**src/rtl/serial_add_ctrl.sv**
```systemverilog
// serial_add_ctrl: byte-serial adder controller. One 8-bit hybrid adder
// (two cascaded 4-bit CLA stages) is time-shared over NBYTES operand
// bytes, LSB byte first, one byte per clock.
//
// Ports:
//   clk    in   rising-edge clock
//   rst    in   synchronous active-high reset
//   start  in   begin an operation (honoured in IDLE or DONE only)
//   a, b   in   operands, 8*NBYTES bits, latched at acceptance
//   cin    in   carry into byte 0
//   sub    in   subtract request (used only with SERIAL_ADD_CTRL_SUB_EN)
//   busy   out  high while the byte loop is running
//   done   out  one-cycle completion pulse
//   sum    out  result, valid from done until the next accepted start
//   cout   out  carry out of the top byte
//
// Build option: define SERIAL_ADD_CTRL_SUB_EN to enable A-B when sub=1
// (b is inverted and the initial carry forced to 1; cout=1 means no borrow).

// 4-bit carry-lookahead stage with fully expanded carries.
module cla4 (
  input  logic [3:0] a,
  input  logic [3:0] b,
  input  logic       cin,
  output logic [3:0] sum_c,
  output logic       cout_c
);
  logic [3:0] g;
  logic [3:0] p;
  logic [3:0] c;

  assign g = a & b;
  assign p = a ^ b;

  assign c[0] = cin;
  assign c[1] = g[0] | (p[0] & cin);
  assign c[2] = g[1] | (p[1] & g[0]) | (p[1] & p[0] & cin);
  assign c[3] = g[2] | (p[2] & g[1]) | (p[2] & p[1] & g[0])
              | (p[2] & p[1] & p[0] & cin);
  assign cout_c = g[3] | (p[3] & g[2]) | (p[3] & p[2] & g[1])
                | (p[3] & p[2] & p[1] & g[0])
                | (p[3] & p[2] & p[1] & p[0] & cin);

  assign sum_c = p ^ c;
endmodule

// 8-bit adder: two CLA nibbles with the carry rippled between them.
module hybrid_adder (
  input  logic [7:0] a,
  input  logic [7:0] b,
  input  logic       cin,
  output logic [7:0] sum_c,
  output logic       cout_c
);
  logic mid_c;

  cla4 u_lo (
    .a      (a[3:0]),
    .b      (b[3:0]),
    .cin    (cin),
    .sum_c  (sum_c[3:0]),
    .cout_c (mid_c)
  );

  cla4 u_hi (
    .a      (a[7:4]),
    .b      (b[7:4]),
    .cin    (mid_c),
    .sum_c  (sum_c[7:4]),
    .cout_c (cout_c)
  );
endmodule

module serial_add_ctrl #(
  parameter int unsigned NBYTES = 4
) (
  input  logic                  clk,
  input  logic                  rst,
  input  logic                  start,
  input  logic [8*NBYTES-1:0]   a,
  input  logic [8*NBYTES-1:0]   b,
  input  logic                  cin,
  input  logic                  sub,
  output logic                  busy,
  output logic                  done,
  output logic [8*NBYTES-1:0]   sum,
  output logic                  cout
);
  localparam int unsigned W     = 8 * NBYTES;
  localparam int unsigned IDX_W = (NBYTES > 1) ? $clog2(NBYTES) : 1;
  localparam logic [IDX_W-1:0] LAST_IDX = IDX_W'(NBYTES - 1);

  localparam logic [1:0] S_IDLE = 2'd0;
  localparam logic [1:0] S_RUN  = 2'd1;
  localparam logic [1:0] S_DONE = 2'd2;

  logic [1:0]       state_q, state_d;
  logic [IDX_W-1:0] idx_q,   idx_d;
  logic [W-1:0]     a_q,     a_d;
  logic [W-1:0]     b_q,     b_d;
  logic             carry_q, carry_d;
  logic [W-1:0]     sum_q,   sum_d;
  logic             cout_q,  cout_d;
  logic             busy_q,  busy_d;
  logic             done_q,  done_d;

  logic [W-1:0] op_b_c;
  logic         op_cin_c;
  logic [7:0]   byte_a_c;
  logic [7:0]   byte_b_c;
  logic [7:0]   add_sum_c;
  logic         add_cout_c;

  // Operand conditioning applied once, at acceptance.
`ifdef SERIAL_ADD_CTRL_SUB_EN
  assign op_b_c   = sub ? ~b : b;
  assign op_cin_c = sub | cin;
`else
  logic unused_sub;
  assign unused_sub = sub;
  assign op_b_c     = b;
  assign op_cin_c   = cin;
`endif

  // Select the current byte of each latched operand.
  always_comb begin
    byte_a_c = '0;
    byte_b_c = '0;
    for (int unsigned i = 0; i < NBYTES; i++) begin
      if (idx_q == IDX_W'(i)) begin
        byte_a_c = a_q[8*i +: 8];
        byte_b_c = b_q[8*i +: 8];
      end
    end
  end

  hybrid_adder u_adder (
    .a      (byte_a_c),
    .b      (byte_b_c),
    .cin    (carry_q),
    .sum_c  (add_sum_c),
    .cout_c (add_cout_c)
  );

  // Next-state and output logic.
  always_comb begin
    state_d = state_q;
    idx_d   = idx_q;
    a_d     = a_q;
    b_d     = b_q;
    carry_d = carry_q;
    sum_d   = sum_q;
    cout_d  = cout_q;
    busy_d  = 1'b0;
    done_d  = 1'b0;

    case (state_q)
      S_IDLE, S_DONE: begin
        if (start) begin
          a_d     = a;
          b_d     = op_b_c;
          carry_d = op_cin_c;
          idx_d   = '0;
          busy_d  = 1'b1;
          state_d = S_RUN;
        end else if (state_q == S_DONE) begin
          state_d = S_IDLE;
        end
      end

      S_RUN: begin
        for (int unsigned i = 0; i < NBYTES; i++) begin
          if (idx_q == IDX_W'(i)) begin
            sum_d[8*i +: 8] = add_sum_c;
          end
        end
        carry_d = add_cout_c;
        if (idx_q == LAST_IDX) begin
          cout_d  = add_cout_c;
          done_d  = 1'b1;
          idx_d   = '0;
          state_d = S_DONE;
        end else begin
          idx_d  = idx_q + IDX_W'(1);
          busy_d = 1'b1;
        end
      end

      default: state_d = S_IDLE;
    endcase
  end

  // State register with synchronous reset.
  always_ff @(posedge clk) begin
    if (rst) begin
      state_q <= S_IDLE;
      idx_q   <= '0;
      a_q     <= '0;
      b_q     <= '0;
      carry_q <= 1'b0;
      sum_q   <= '0;
      cout_q  <= 1'b0;
      busy_q  <= 1'b0;
      done_q  <= 1'b0;
    end else begin
      state_q <= state_d;
      idx_q   <= idx_d;
      a_q     <= a_d;
      b_q     <= b_d;
      carry_q <= carry_d;
      sum_q   <= sum_d;
      cout_q  <= cout_d;
      busy_q  <= busy_d;
      done_q  <= done_d;
    end
  end

  assign busy = busy_q;
  assign done = done_q;
  assign sum  = sum_q;
  assign cout = cout_q;
endmodule

```
**config.mk**
```make
export PLATFORM = sky130hd
export DESIGN_NAME = serial_add_ctrl
export DESIGN_NICKNAME = d
export VERILOG_FILES = /design/src/rtl/serial_add_ctrl.sv
export SDC_FILE = /design/constraint.sdc
export NUM_CORES = 1
export LEC_CHECK = 0
export BUFFER_PORTS_ARGS = -buffer_cell sky130_fd_sc_hd__buf_4
export CAP_MARGIN = 20
export CORE_MARGIN = 5
export CORE_UTILIZATION = 47
export CTS_CLUSTER_SIZE = 25
export DETAILED_ROUTE_END_ITERATION = 8
export GPL_TIMING_DRIVEN = 1
export PLACE_DENSITY = 0.78
export RECOVER_POWER = 50
export SLEW_MARGIN = 20
export SYNTH_ARGS = -nofsm -noshare
export SYNTH_HDL_FRONTEND = slang
export SYNTH_SLANG_ARGS = --single-unit
```
**constraint.sdc**
```tcl
create_clock -name clk -period 4.25 [get_ports clk]
set_clock_uncertainty 0.1 [all_clocks]
set_input_delay 0.2125 -clock clk [delete_from_list [all_inputs] [get_ports clk]]
set_output_delay 0.2125 -clock clk [all_outputs]
set_load 0.01 [all_outputs]
```
# Word-level counts from Yosys, hierarchy flattened
# Cells that the tools add are included.
dict set report totals {
  out_inout_bits 35
  regBits 104
  inputBits 69
  word_cells 113
}
dict set report op_classes {
  muxes 21
  addsub 1
  n_reduce_logical 12
  bitwise 59
  n_eq_ne 8
}
# operator n
set op_table {}
lappend op_table {{8-bit two-way mux} 8}
lappend op_table {{1-bit AND} 32}
lappend op_table {{1-bit bitwise OR} 20}
lappend op_table {{4-bit bitwise XOR} 4}
lappend op_table {{2-bit AND reduction} 7}
lappend op_table {{2-bit two-way mux} 5}
lappend op_table {{4-bit AND} 2}
lappend op_table {{2-bit case mux with 2 select lines} 2}
lappend op_table {{2-bit equality test (second input constant)} 3}
lappend op_table {{2-bit by 1-bit equality test with 1-bit output (second input constant)} 2}
lappend op_table {{2-bit logical NOT} 2}
lappend op_table {{1-bit two-way mux} 4}
lappend op_table {{2-bit inequality test (second input constant)} 2}
lappend op_table {{1-bit case mux with 2 select lines} 2}
lappend op_table {{2-bit OR reduction} 2}
lappend op_table {{3-bit inequality test (second input constant)} 1}
lappend op_table {{2-bit by 1-bit adder with 2-bit output (second input constant)} 1}
lappend op_table {{2-bit nonzero test} 1}
lappend op_table {{1-bit inverter} 1}

# Logic depth before layout (Yosys ltp)
dict set report depth {
  ltp_word 14
  depth_mapped 16
  depth_no_buf 14
}

# Hierarchy
# Synthesis repeated with hierarchy kept, for this count alone.
dict set report hier_totals {
  cells_unflattened 570
  area_unflattened_um2 4799.6
}
# mod cells_each seq_area_each_um2 area_per_inst_um2 n_inst
set modules_own_cells {}
lappend modules_own_cells {serial_add_ctrl 536 2082.0 4504.3 1}
lappend modules_own_cells {cla4 17 0.0 147.6 2}

# Worst setup path after synthesis
# No wires, ideal clock.
dict set report synth_path {
  kind {flip-flop to flip-flop}
  startpoint {register idx_q[0]}
  endpoint {register sum_q[12] (netlist: sum[12])}
  slack_ns 0.979
  required_time_ns 4.064
  t_arrival_ns 3.085
  n_path_buf 2
  path_stages_with_launch 15
  period_less_slack_ns 3.271
  setup_ns 0.086
  cell_sequence {dfxtp_1 -> inv_1 -> ha_1 -> clkbuf_1 -> buf_2 -> nand3b_1 -> a21oi_1 -> a21oi_1 -> o21ai_0 -> ha_1 -> a211oi_2 -> o21bai_1 -> a21oi_1 -> fa_1 -> a211oi_1}
}
dict set report synth_between {
  elab_chain_len 12
  word_cells_on_any_way 28
  cone_classes {3 x eq/ne; 8 x mux; 15 x bitwise; 2 x reduce/logical}
}
# item line
set synth_lines {}
lappend synth_lines {{from (decl)} 98} ;# logic [IDX_W-1:0] idx_q, idx_d;
lappend synth_lines {{from (signal assigned)} 207} ;# idx_q <= idx_d;
lappend synth_lines {{2-bit logical NOT} 130} ;# if (idx_q == IDX_W'(i)) begin
lappend synth_lines {{8-bit two-way mux (4 in series)} 130}
lappend synth_lines {{4-bit bitwise XOR or 4-bit AND (tied branches)} {33, 32}}
lappend synth_lines {{1-bit AND, on equally long branches} {40, 41, 42}}
lappend synth_lines {{1-bit bitwise OR, or another cell as far along (2 in series)} 40} ;# assign cout_c = g[3] | (p[3] & g[2]) | (p[3] & p[2] & g[1])
lappend synth_lines {{1-bit bitwise OR or 1-bit AND (tied branches)} {41, 42}}
lappend synth_lines {{1-bit bitwise OR} 42} ;# | (p[3] & p[2] & p[1] & p[0] & cin);
lappend synth_lines {{4-bit bitwise XOR} 44} ;# assign sum_c = p ^ c;
lappend synth_lines {{to (signal assigned)} 211} ;# sum_q <= sum_d;
lappend synth_lines {{to (decl)} 102} ;# logic [W-1:0] sum_q, sum_d;
# Several ways; a longest one is shown, not always the timed one.
# A chain may end at the register's enable or synchronous reset.

# Worst setup path in the final report
dict set report layout_path {
  startpoint {register idx_q[1]}
  endpoint {register sum_q[4] (netlist: sum[4])}
}
dict set report layout_between {
  elab_chain_len 12
  word_cells_on_any_way 28
  cone_classes {3 x eq/ne; 8 x mux; 15 x bitwise; 2 x reduce/logical}
}
# item line
set layout_lines {}
lappend layout_lines {{2-bit logical NOT} {130, 173}}
lappend layout_lines {{8-bit two-way mux (4 in series)} 130}
lappend layout_lines {{4-bit bitwise XOR or 4-bit AND (tied branches)} {33, 32}}
lappend layout_lines {{1-bit AND, on equally long branches} {40, 41, 42}}
lappend layout_lines {{1-bit bitwise OR, or another cell as far along (2 in series)} 40}
lappend layout_lines {{1-bit bitwise OR or 1-bit AND (tied branches)} {41, 42}}
lappend layout_lines {{1-bit bitwise OR} 42}
lappend layout_lines {{4-bit bitwise XOR} 44}
# Several ways; a longest one is shown, not always the timed one.

==> run summary <==
wire per inst: 13.6 um
initial antenna violation count: 0
Final Cycle Share: 87.1%
Synth area leader: dfxtp_1
Residual DRC: 0
Core ar.: 0.00959 mm2
# placed instances: 789
area share of the largest cell type after synthesis: 45.7%
Fillers: 868
commonest cells after routing, fill and taps aside: nand2_1, a21oi_1, dfxtp_1
Antenna Nets Post-Route: 0
clock slew at reported path FFs: 0.10 ns
critical path class: reg -> reg
commonest non-fill, non-tap cell in the layout: nand2_1
Synth cell types: 37
initial core utilization: 47.5%
final setup fails: 0
root buffer cell: clkbuf_8
Primary FF master, synth: dfxtp_1
Post-synth ARST share: 0%
Gate Count Post-Synth: 591
I/O pin cnt: 104
Clk Latency, worst-skew pair: 0.37 ns
vias in the first global route: 4,094
crit end category: flip-flop
CP startpoint kind: flip-flop
status: finished with violations
top post-synthesis cells by area: dfxtp_1, nand2_1, a21oi_1, nand3b_1, ha_1
DRT iter0 DRCs: 209
PwrDens: 341 mW/mm2
max_cap viols: 1
Power, Total: 2030 uW
maximum number of pins on one net before global-route repair: 110
Nets: 801
Syn Nets: 674
Clock Path Buffers: 2
Die W: 108 um
total negative setup slack: 0 ns
Worst EP required: 4.42 ns
final slew viol count: 50
pre-CTS setup slack: 0.531 ns
EDFF count, synth: 0
drt via density: 5.04
Critical Path AT: 3.87 ns
Yosys reg bits: 104
crit path max fanout: 15
GRT overflow: 0
area grow syn2layout: 31.2%
die area: 0.0118 mm2
# diodes: 0
post-DP HPWL: 8.08 mm
Overall Global Routing Usage: 20.4%
htree depth: 3
yosys warns: 0
Seq/Total Area, Yosys: 45.7%
static leakage: 0.00230 uW
fraction of layout cells with a size suffix above 1: 14.1%
CTS tree: done
Avg Cell Area, Syn: 7.71 um2
Fin. Hold Viols: 0
Die Span Y: 108 um
clock period minus worst slack: 3.70 ns
cell area after synthesis: 0.00455 mm2
worst rel slew slack: -23.3%
GPL Wtd Cong: 0.811
fmax: 270 MHz
FP Rows: 36
# resized after CTS: 0
RSZ-0062 raised after global routing: no
Hold Path Class: in -> reg
Worst Tran Pin Value: 1.85 ns
number of buffers inserted by port buffering: 102
first-pass GRT wire length: 19.1 mm
Num CTS Buffers: 9
Final WS setup: 0.550 ns
via count: 4,314
final non-filler cell total: 856
WL final: 11.7 mm
violated checks: capacitance limit, slew limit
worst ir drop on vdd: 0.158 mV
drt pass-1 iters: 5
clock sink count: 104
-- synthesized netlist by cell type (all sizes together) (2+ instances only) --
master / n
fa: 2
nor2b: 2
and2: 4
a211oi: 9
nand3b: 23
xnor2: 2
inv: 2
a22oi: 2
o21a: 4
a21o: 5
o31ai: 4
clkbuf: 32
ha: 12
dfxtp: 104
nand2: 192
nand2b: 3
nand3: 2
xor2: 2
a21oi: 117
nor2: 23
nor3: 3
o21ai: 20
buf: 13
-- cells by family (layout without fill, tap and decap cells) --
kind of cell             after synthesis  count (layout)  synth area share, %
AND/OR/NAND/NOR                      257             257                 24.3
AO/OA/AOI/OAI                        165             165                 21.1
flip-flops                           104             104                 45.7
buffers and inverters                 47             179                 4.01
adder cells (fa/ha/maj)               14              14                 4.18
XOR/XNOR                               4               4                0.769
-- path summary, 6_finish.rpt --
path,slack (ns),cells past startpoint,endpoint,from
worst max-delay path,0.55,12,sum[4]$_SDFFE_PP0P_,idx_q[1]$_SDFFE_PP0P_
worst min-delay path,0.01,3,a_q[28]$_SDFFE_PP0P_,a[28]
worst max register to register,0.55,12,sum[4]$_SDFFE_PP0P_,idx_q[1]$_SDFFE_PP0P_
worst min register to register,0.36,2,sum[24]$_SDFFE_PP0P_,sum[24]$_SDFFE_PP0P_
-- layout make-up --
class / instances / area (um2) / area share (%)
Multi-Input combinational cell: 440 / 2290 / 38.4
Sequential cell: 104 / 2080 / 34.8
Timing Repair Buffer: 161 / 1220 / 20.4
Tap cell: 133 / 166 / 2.79
Clock buffer: 9 / 124 / 2.07
Clock inverter: 7 / 85.1 / 1.42
Inverter: 2 / 7.51 / 0.126
-- state kept, by name (all words and copies together) (netlist names) --
register and count:
a_q 32, b_q 32, sum 32, idx_q 2, state_q 2, busy 1, carry_q 1, cout 1
done 1
-- repair_timing --
action | CTS | global route
hold buffers | 50 | 1
buffers inserted | 0 | 0
endpoints found under the hold margin | 50 | 1
-- power breakdown --
| part | leakage (uW) | internal, uW | switching, uW |
|---|---|---|---|
| Clock | 0.000107 | 285 | 357 |
| Sequential | 0.000850 | 1020 | 26.7 |
| Combinational | 0.00134 | 160 | 184 |
-- per-layer routing --
layer  global-route usage [%]  wire length [um]
met5                        0                 0
met4                     6.58               204
met3                     4.24               725
met2                     33.8              5490
met1                     26.4              5240
-- worst max-delay path, cell delays in order, from the launching register on --
cell and delay [ns]:
dfxtp_1 0.40, inv_1 0.08, ha_1 0.38, nand3b_1 0.25, a21oi_1 0.16, a21oi_1 0.05, o21ai_0 0.43, ha_1 0.34
a211oi_2 0.32, o21bai_1 0.15, a21oi_1 0.21, fa_1 0.50, a211oi_1 0.23
-- per-stage QoR --
| step | util, % | hold slack (ns) | instance area, um2 |
|---|---|---|---|
| after detailed placement | 56.3 | 0.349 | 5400 |
| after global placement | 56.0 | 0.343 | 5370 |
| after CTS | 63.7 | 0.000304 | 6110 |
| after global routing | 62.3 | 0.00427 | 5970 |
| after floorplan | - | 0.248 | 4550 |
| final | 62.3 | 0.0133 | 5970 |
(Power assumes the default switching activity.)
